## config.mk

```make
export PLATFORM = sky130hd
export DESIGN_NAME = mem_req_arbiter
export DESIGN_NICKNAME = d
export VERILOG_FILES = /design/src/rtl/mem_req_arbiter.sv
export SDC_FILE = /design/constraint.sdc
export NUM_CORES = 2
export LEC_CHECK = 0
export CAP_MARGIN = 0
export CORE_AREA = 2 2 535 537
export CTS_CLUSTER_DIAMETER = 30
export DETAILED_ROUTE_END_ITERATION = 6
export DIE_AREA = 0 0 537 539
export PLACE_DENSITY = 0.37
export SLEW_MARGIN = 20
export SYNTH_ARGS = -nofsm -noshare
export SYNTH_HDL_FRONTEND = slang
export SYNTH_SLANG_ARGS = --single-unit
```

## constraint.sdc

```tcl
create_clock -name clk -period 3.25 [get_ports clk]
set_clock_uncertainty 0.15 [all_clocks]
set_input_delay 0.4875 -clock clk [delete_from_list [all_inputs] [get_ports clk]]
set_output_delay 0.4875 -clock clk [all_outputs]
set_load 0.005 [all_outputs]
```

## src/rtl/mem_req_arbiter.sv

```systemverilog
// Round-robin arbiter/sequencer for the I-cache (port 0) and D-cache (port 1) in front of the
// single-ported block memory. Define MEM_TIMEOUT_EN to add a read watchdog that flags err.
module mem_req_arbiter #(
  parameter int BLOCK_SIZE     = 256,
  parameter int ADDR_WIDTH     = 16,
  parameter int TIMEOUT_CYCLES = 64
) (
  input  logic                  clk,
  input  logic                  rst,
  input  logic                  req0,
  input  logic                  req1,
  input  logic                  we0,
  input  logic                  we1,
  input  logic [ADDR_WIDTH-1:0] addr0,
  input  logic [ADDR_WIDTH-1:0] addr1,
  input  logic [BLOCK_SIZE-1:0] wdata0,
  input  logic [BLOCK_SIZE-1:0] wdata1,
  output logic                  gnt0,
  output logic                  gnt1,
  output logic                  done0,
  output logic                  done1,
  output logic [BLOCK_SIZE-1:0] rdata,
  output logic                  err,
  output logic                  mem_we,
  output logic [ADDR_WIDTH-1:0] mem_w_addr,
  output logic [ADDR_WIDTH-1:0] mem_r_addr,
  output logic [BLOCK_SIZE-1:0] mem_block,
  input  logic                  mem_block_ready,
  input  logic                  mem_fifo_full,
  input  logic [BLOCK_SIZE-1:0] mem_q
);

  // state    | meaning
  // IDLE     | arbitrate pending requests
  // WRITE    | issue mem_we once the write fifo has room
  // RD_ISSUE | present read address; memory may still show stale block_ready
  // RD_WAIT  | wait for block_ready, capture mem_q
  // DONE     | done pulse is out, return to IDLE
  typedef enum logic [2:0] {IDLE, WRITE, RD_ISSUE, RD_WAIT, DONE} state_t;

  state_t                state_q, state_d;
  logic                  last_q, last_d;
  logic                  port_q, port_d;
  logic [ADDR_WIDTH-1:0] addr_q, addr_d;
  logic [BLOCK_SIZE-1:0] wdata_q, wdata_d;
  logic                  gnt0_q, gnt0_d, gnt1_q, gnt1_d;
  logic                  done0_q, done0_d, done1_q, done1_d;
  logic                  err_q, err_d;
  logic                  mem_we_q, mem_we_d;
  logic [ADDR_WIDTH-1:0] mem_w_addr_q, mem_w_addr_d;
  logic [ADDR_WIDTH-1:0] mem_r_addr_q, mem_r_addr_d;
  logic [BLOCK_SIZE-1:0] rdata_q, rdata_d;
  logic [BLOCK_SIZE-1:0] mem_block_q, mem_block_d;
  logic                  win;
  logic                  win_we;
  logic [ADDR_WIDTH-1:0] win_addr;
  logic [BLOCK_SIZE-1:0] win_data;
`ifdef MEM_TIMEOUT_EN
  localparam int TMO_W = (TIMEOUT_CYCLES > 1) ? $clog2(TIMEOUT_CYCLES) : 1;
  logic [TMO_W-1:0]      tmo_q, tmo_d;
`endif

  // On a tie the port that was not served last wins.
  always_comb begin
    win      = (req0 && req1) ? ~last_q : req1;
    win_we   = win ? we1 : we0;
    win_addr = win ? addr1 : addr0;
    win_data = win ? wdata1 : wdata0;
  end

  always_comb begin
    state_d      = state_q;
    last_d       = last_q;
    port_d       = port_q;
    addr_d       = addr_q;
    wdata_d      = wdata_q;
    gnt0_d       = 1'b0;
    gnt1_d       = 1'b0;
    done0_d      = 1'b0;
    done1_d      = 1'b0;
    err_d        = 1'b0;
    mem_we_d     = 1'b0;
    mem_w_addr_d = mem_w_addr_q;
    mem_r_addr_d = mem_r_addr_q;
    mem_block_d  = mem_block_q;
    rdata_d      = rdata_q;
`ifdef MEM_TIMEOUT_EN
    tmo_d        = tmo_q;
`endif
    unique case (state_q)
      IDLE: begin
        if (req0 || req1) begin
          last_d  = win;
          port_d  = win;
          addr_d  = win_addr;
          wdata_d = win_data;
          gnt0_d  = ~win;
          gnt1_d  = win;
          if (win_we) begin
            state_d = WRITE;
            if (!mem_fifo_full) begin
              mem_we_d     = 1'b1;
              mem_w_addr_d = win_addr;
              mem_block_d  = win_data;
            end
          end else begin
            state_d      = RD_ISSUE;
            mem_r_addr_d = win_addr;
`ifdef MEM_TIMEOUT_EN
            tmo_d        = TMO_W'(TIMEOUT_CYCLES - 1);
`endif
          end
        end
      end
      WRITE: begin
        if (mem_we_q) begin
          state_d = DONE;
          done0_d = ~port_q;
          done1_d = port_q;
        end else if (!mem_fifo_full) begin
          mem_we_d     = 1'b1;
          mem_w_addr_d = addr_q;
          mem_block_d  = wdata_q;
        end
      end
      RD_ISSUE: state_d = RD_WAIT;
      RD_WAIT: begin
        if (mem_block_ready) begin
          state_d = DONE;
          rdata_d = mem_q;
          done0_d = ~port_q;
          done1_d = port_q;
        end
`ifdef MEM_TIMEOUT_EN
        else if (tmo_q == '0) begin
          state_d = DONE;
          rdata_d = '0;
          err_d   = 1'b1;
          done0_d = ~port_q;
          done1_d = port_q;
        end else begin
          tmo_d = tmo_q - TMO_W'(1);
        end
`endif
      end
      DONE:    state_d = IDLE;
      default: state_d = IDLE;
    endcase
  end

  always_ff @(posedge clk) begin
    if (rst) begin
      state_q      <= IDLE;
      last_q       <= 1'b1;
      port_q       <= 1'b0;
      addr_q       <= '0;
      wdata_q      <= '0;
      gnt0_q       <= 1'b0;
      gnt1_q       <= 1'b0;
      done0_q      <= 1'b0;
      done1_q      <= 1'b0;
      err_q        <= 1'b0;
      mem_we_q     <= 1'b0;
      mem_w_addr_q <= '0;
      mem_r_addr_q <= '0;
      mem_block_q  <= '0;
      rdata_q      <= '0;
`ifdef MEM_TIMEOUT_EN
      tmo_q        <= '0;
`endif
    end else begin
      state_q      <= state_d;
      last_q       <= last_d;
      port_q       <= port_d;
      addr_q       <= addr_d;
      wdata_q      <= wdata_d;
      gnt0_q       <= gnt0_d;
      gnt1_q       <= gnt1_d;
      done0_q      <= done0_d;
      done1_q      <= done1_d;
      err_q        <= err_d;
      mem_we_q     <= mem_we_d;
      mem_w_addr_q <= mem_w_addr_d;
      mem_r_addr_q <= mem_r_addr_d;
      mem_block_q  <= mem_block_d;
      rdata_q      <= rdata_d;
`ifdef MEM_TIMEOUT_EN
      tmo_q        <= tmo_d;
`endif
    end
  end

  assign gnt0       = gnt0_q;
  assign gnt1       = gnt1_q;
  assign done0      = done0_q;
  assign done1      = done1_q;
  assign err        = err_q;
  assign rdata      = rdata_q;
  assign mem_we     = mem_we_q;
  assign mem_w_addr = mem_w_addr_q;
  assign mem_r_addr = mem_r_addr_q;
  assign mem_block  = mem_block_q;

endmodule

```

==> metrics.md <==
| Metric | Value |
|---|---|
| # port buffers | 1356 |
| Total Power | 50.18 mW |
| Netlist cell types | 35 |
| # setup viols final | 0 |
| Post-detail-place hpwl | 178100 um |
| CTS root buf | clkbuf_16 |
| Worst-Skew Late Latency | 0.84 ns |
| Core box area | 0.2840 mm^2 |
| Fmax | 0.3583 GHz |
| H-tree depth | 5 |
| GRT overflow | 0 |
| Req. time, crit path | 3.90 ns |
| CTS buffer count | 309 |
| CTS tree | built |
| Commonest non-fill, non-tap cell in the layout | clkdlybuf4s50_1 |
| Worst-path clk slew | 0.04 ns |
| Slew HR | 38.77% |
| MaxCap Viol Count | 0 |
| Seq cells post-synth | 826 |
| Worst min-delay path category | input port to flop |
| WS Path Type | flop to flop |
| Worst-margin pin slew | 0.9185 ns |
| Synth Cell Area | 0.03485 mm^2 |
| Worst EP arrival | 3.44 ns |
| Starting Density | 12.27% |
| Number of global-route vias before repair | 38908 |
| Bufs on Longest Clock Path | 4 |
| Global-route wire length before repair | 314700 um |
| DRT Pass-1 Iters | 5 |
| RSZ-0062 raised after global routing | no |
| Die X-Extent | 537 um |
| Tmin final | 2.791 ns |
| Leak | 25.36 nW |
| Max IR drop VDD | 0.0005186 V |
| YS warnings | 0 |
| Largest net degree at the start of global routing | 155 |
| Die area | 0.2894 mm^2 |
| Setup TNS | 0 ns |
| CTS resizes | 0 |
| Ys flop type | dfxtp_1 |
| Synth Instances | 4175 |
| Pwr Density | 753.6 mW/mm^2 |
| Die Ht | 539 um |
| Ports | 1358 |
| CP endpoint kind | flop |
| Vias | 38817 |
| EDFF count, synth | 0 |
| Outcome | finished clean |
| Sequential fraction of the synthesis area | 47.45% |
| Slew Viols, Final | 0 |
| Total track usage | 15.32% |
| Hold Vio Cnt, Final | 0 |
| Starting DRC count in detailed routing | 2341 |
| ANT nets after route | 0 |
| Routed WL per cell | 23.59 um |
| Gpl congestion | 0.8961 |
| Mean Syn Cell Area | 8.348 um^2 |
| Share of post-route cells with drive strength above 1 | 10.66% |
| Remaining DRCs | 0 |
| Cell row count | 196 |
| Fin nets | 6627 |
| Critical path fanouts, max | 95 |
| CTS Hold Bufs | 235 |
| FILL cells | 30653 |
| Syn nets | 4983 |
| Fin crit share | 85.88% |
| Startpoint Class | flop |
| Most frequent cells in the layout | clkdlybuf4s50_1 (1355), nand2_1 (1041), dfxtp_1 (826) |
| Clk sinks | 826 |
| Antenna violations before repair | 121 |
| Post-CTS Setup Inserts | 0 |
| Drt total wl | 232900 um |
| Area growth, synth to finish | 91.06% |
| Vias/cell | 3.930 |
| Post-synth ARST share | 0% |
==> synth_stat cells, drive strengths merged, types with 2 or more instances <==
| library cell | number | area (um^2) |
|---|---|---|
| a311oi | 263 | 2303 |
| mux2i | 222 | 2222 |
| a22oi | 2 | 15.01 |
| a311o | 211 | 2112 |
| nand2 | 1042 | 3911 |
| a211oi | 18 | 135.1 |
| a22o | 61 | 534.3 |
| a31oi | 52 | 325.3 |
| clkbuf | 242 | 908.4 |
| nor2b | 3 | 18.77 |
| and2 | 3 | 18.77 |
| buf | 147 | 763.2 |
| nor2 | 553 | 2076 |
| dfxtp | 826 | 16540 |
| nor3 | 3 | 15.01 |
| a21oi | 287 | 1436 |
| nand2b | 212 | 1326 |
| nor4 | 14 | 87.58 |
==> routing by layer <==
layer	share of wire, %	global-route usage, %	routed length [um]	up-vias
met3	13	7.763	29610	443
met5	0.21	0	493	-
li1	-	-	-	18087
met2	43	23.01	99690	1686
met1	41	18.52	95790	18527
met4	3.2	5.669	7368	74
==> final timing paths <==
check | startpoint | cells past startpoint | slack (ns) | endpoint
min reg2reg | rdata[92] | 2 | 0.30 | rdata[92]
min | wdata0[25] | 3 | 0.09 | wdata_q[25]
max reg2reg | state_q[0] | 7 | 0.46 | wdata_q[229]
max | state_q[0] | 7 | 0.46 | wdata_q[229]
==> logic make-up after synthesis <==
| logic type | Yosys count | share of synthesized area, % |
|---|---|---|
| DFF | 826 | 47.45 |
| other | 1 | 0.01076 |
| AOI/OAI and AO/OA | 900 | 19.84 |
| and+or+nand+nor | 1837 | 21.53 |
| buffers and inverters | 389 | 4.796 |
| muxes | 222 | 6.376 |
==> worst max-delay path, stage by stage (launching register included) <==
cell	delay, ns
dfxtp_1	0.44
nor3_1	0.19
buf_4	0.22
o21a_4	0.31
buf_12	0.39
nor2_1	0.07
a311oi_1	0.29
dlygate4sd3_1	0.60
==> metrics by stage <==
stage               setup WS (ns)  cell area [um^2]  utilization (%)  hold WS [ns]  instances
floorplan                   1.152             34850                -        0.2555       4175
global placement           0.2628             53210            18.74        0.2914       9035
detailed placement         0.2476             53210            18.74        0.2965       9035
CTS                        0.2884             66470            23.41     0.0002468       9831
global route               0.3219             66520            23.42       0.04909       9850
finish                     0.4590             66590            23.45       0.09085       9876
==> cell type report <==
class,instances,area [um^2],area share (%)
antenna,45,112.6,0.1691
sequential,826,16540,24.83
multi-input combinational,2960,16720,25.11
tap,3762,4707,7.069
clock inverter,105,1693,2.542
timing repair buffer,1722,17600,26.43
clock buffer,456,9219,13.84
==> flip-flops by register name, summed over array words and instances, names as in the netlist <==
register and count:
mem_w_addr 16, state_q 3, done1 1, done0 1, wdata_q 256, mem_r_addr 16, gnt1 1, mem_block 256
mem_we 1, gnt0 1, rdata 256, last_q 1, port_q 1, addr_q 16
==> where the power goes <==
part | switching, mW | internal (mW) | total, mW
combinational | 4.05 | 3.74 | 7.80
clock | 8.74 | 21.7 | 30.4
sequential | 0.645 | 11.3 | 11.9
Power figures use the tool's default switching activity.
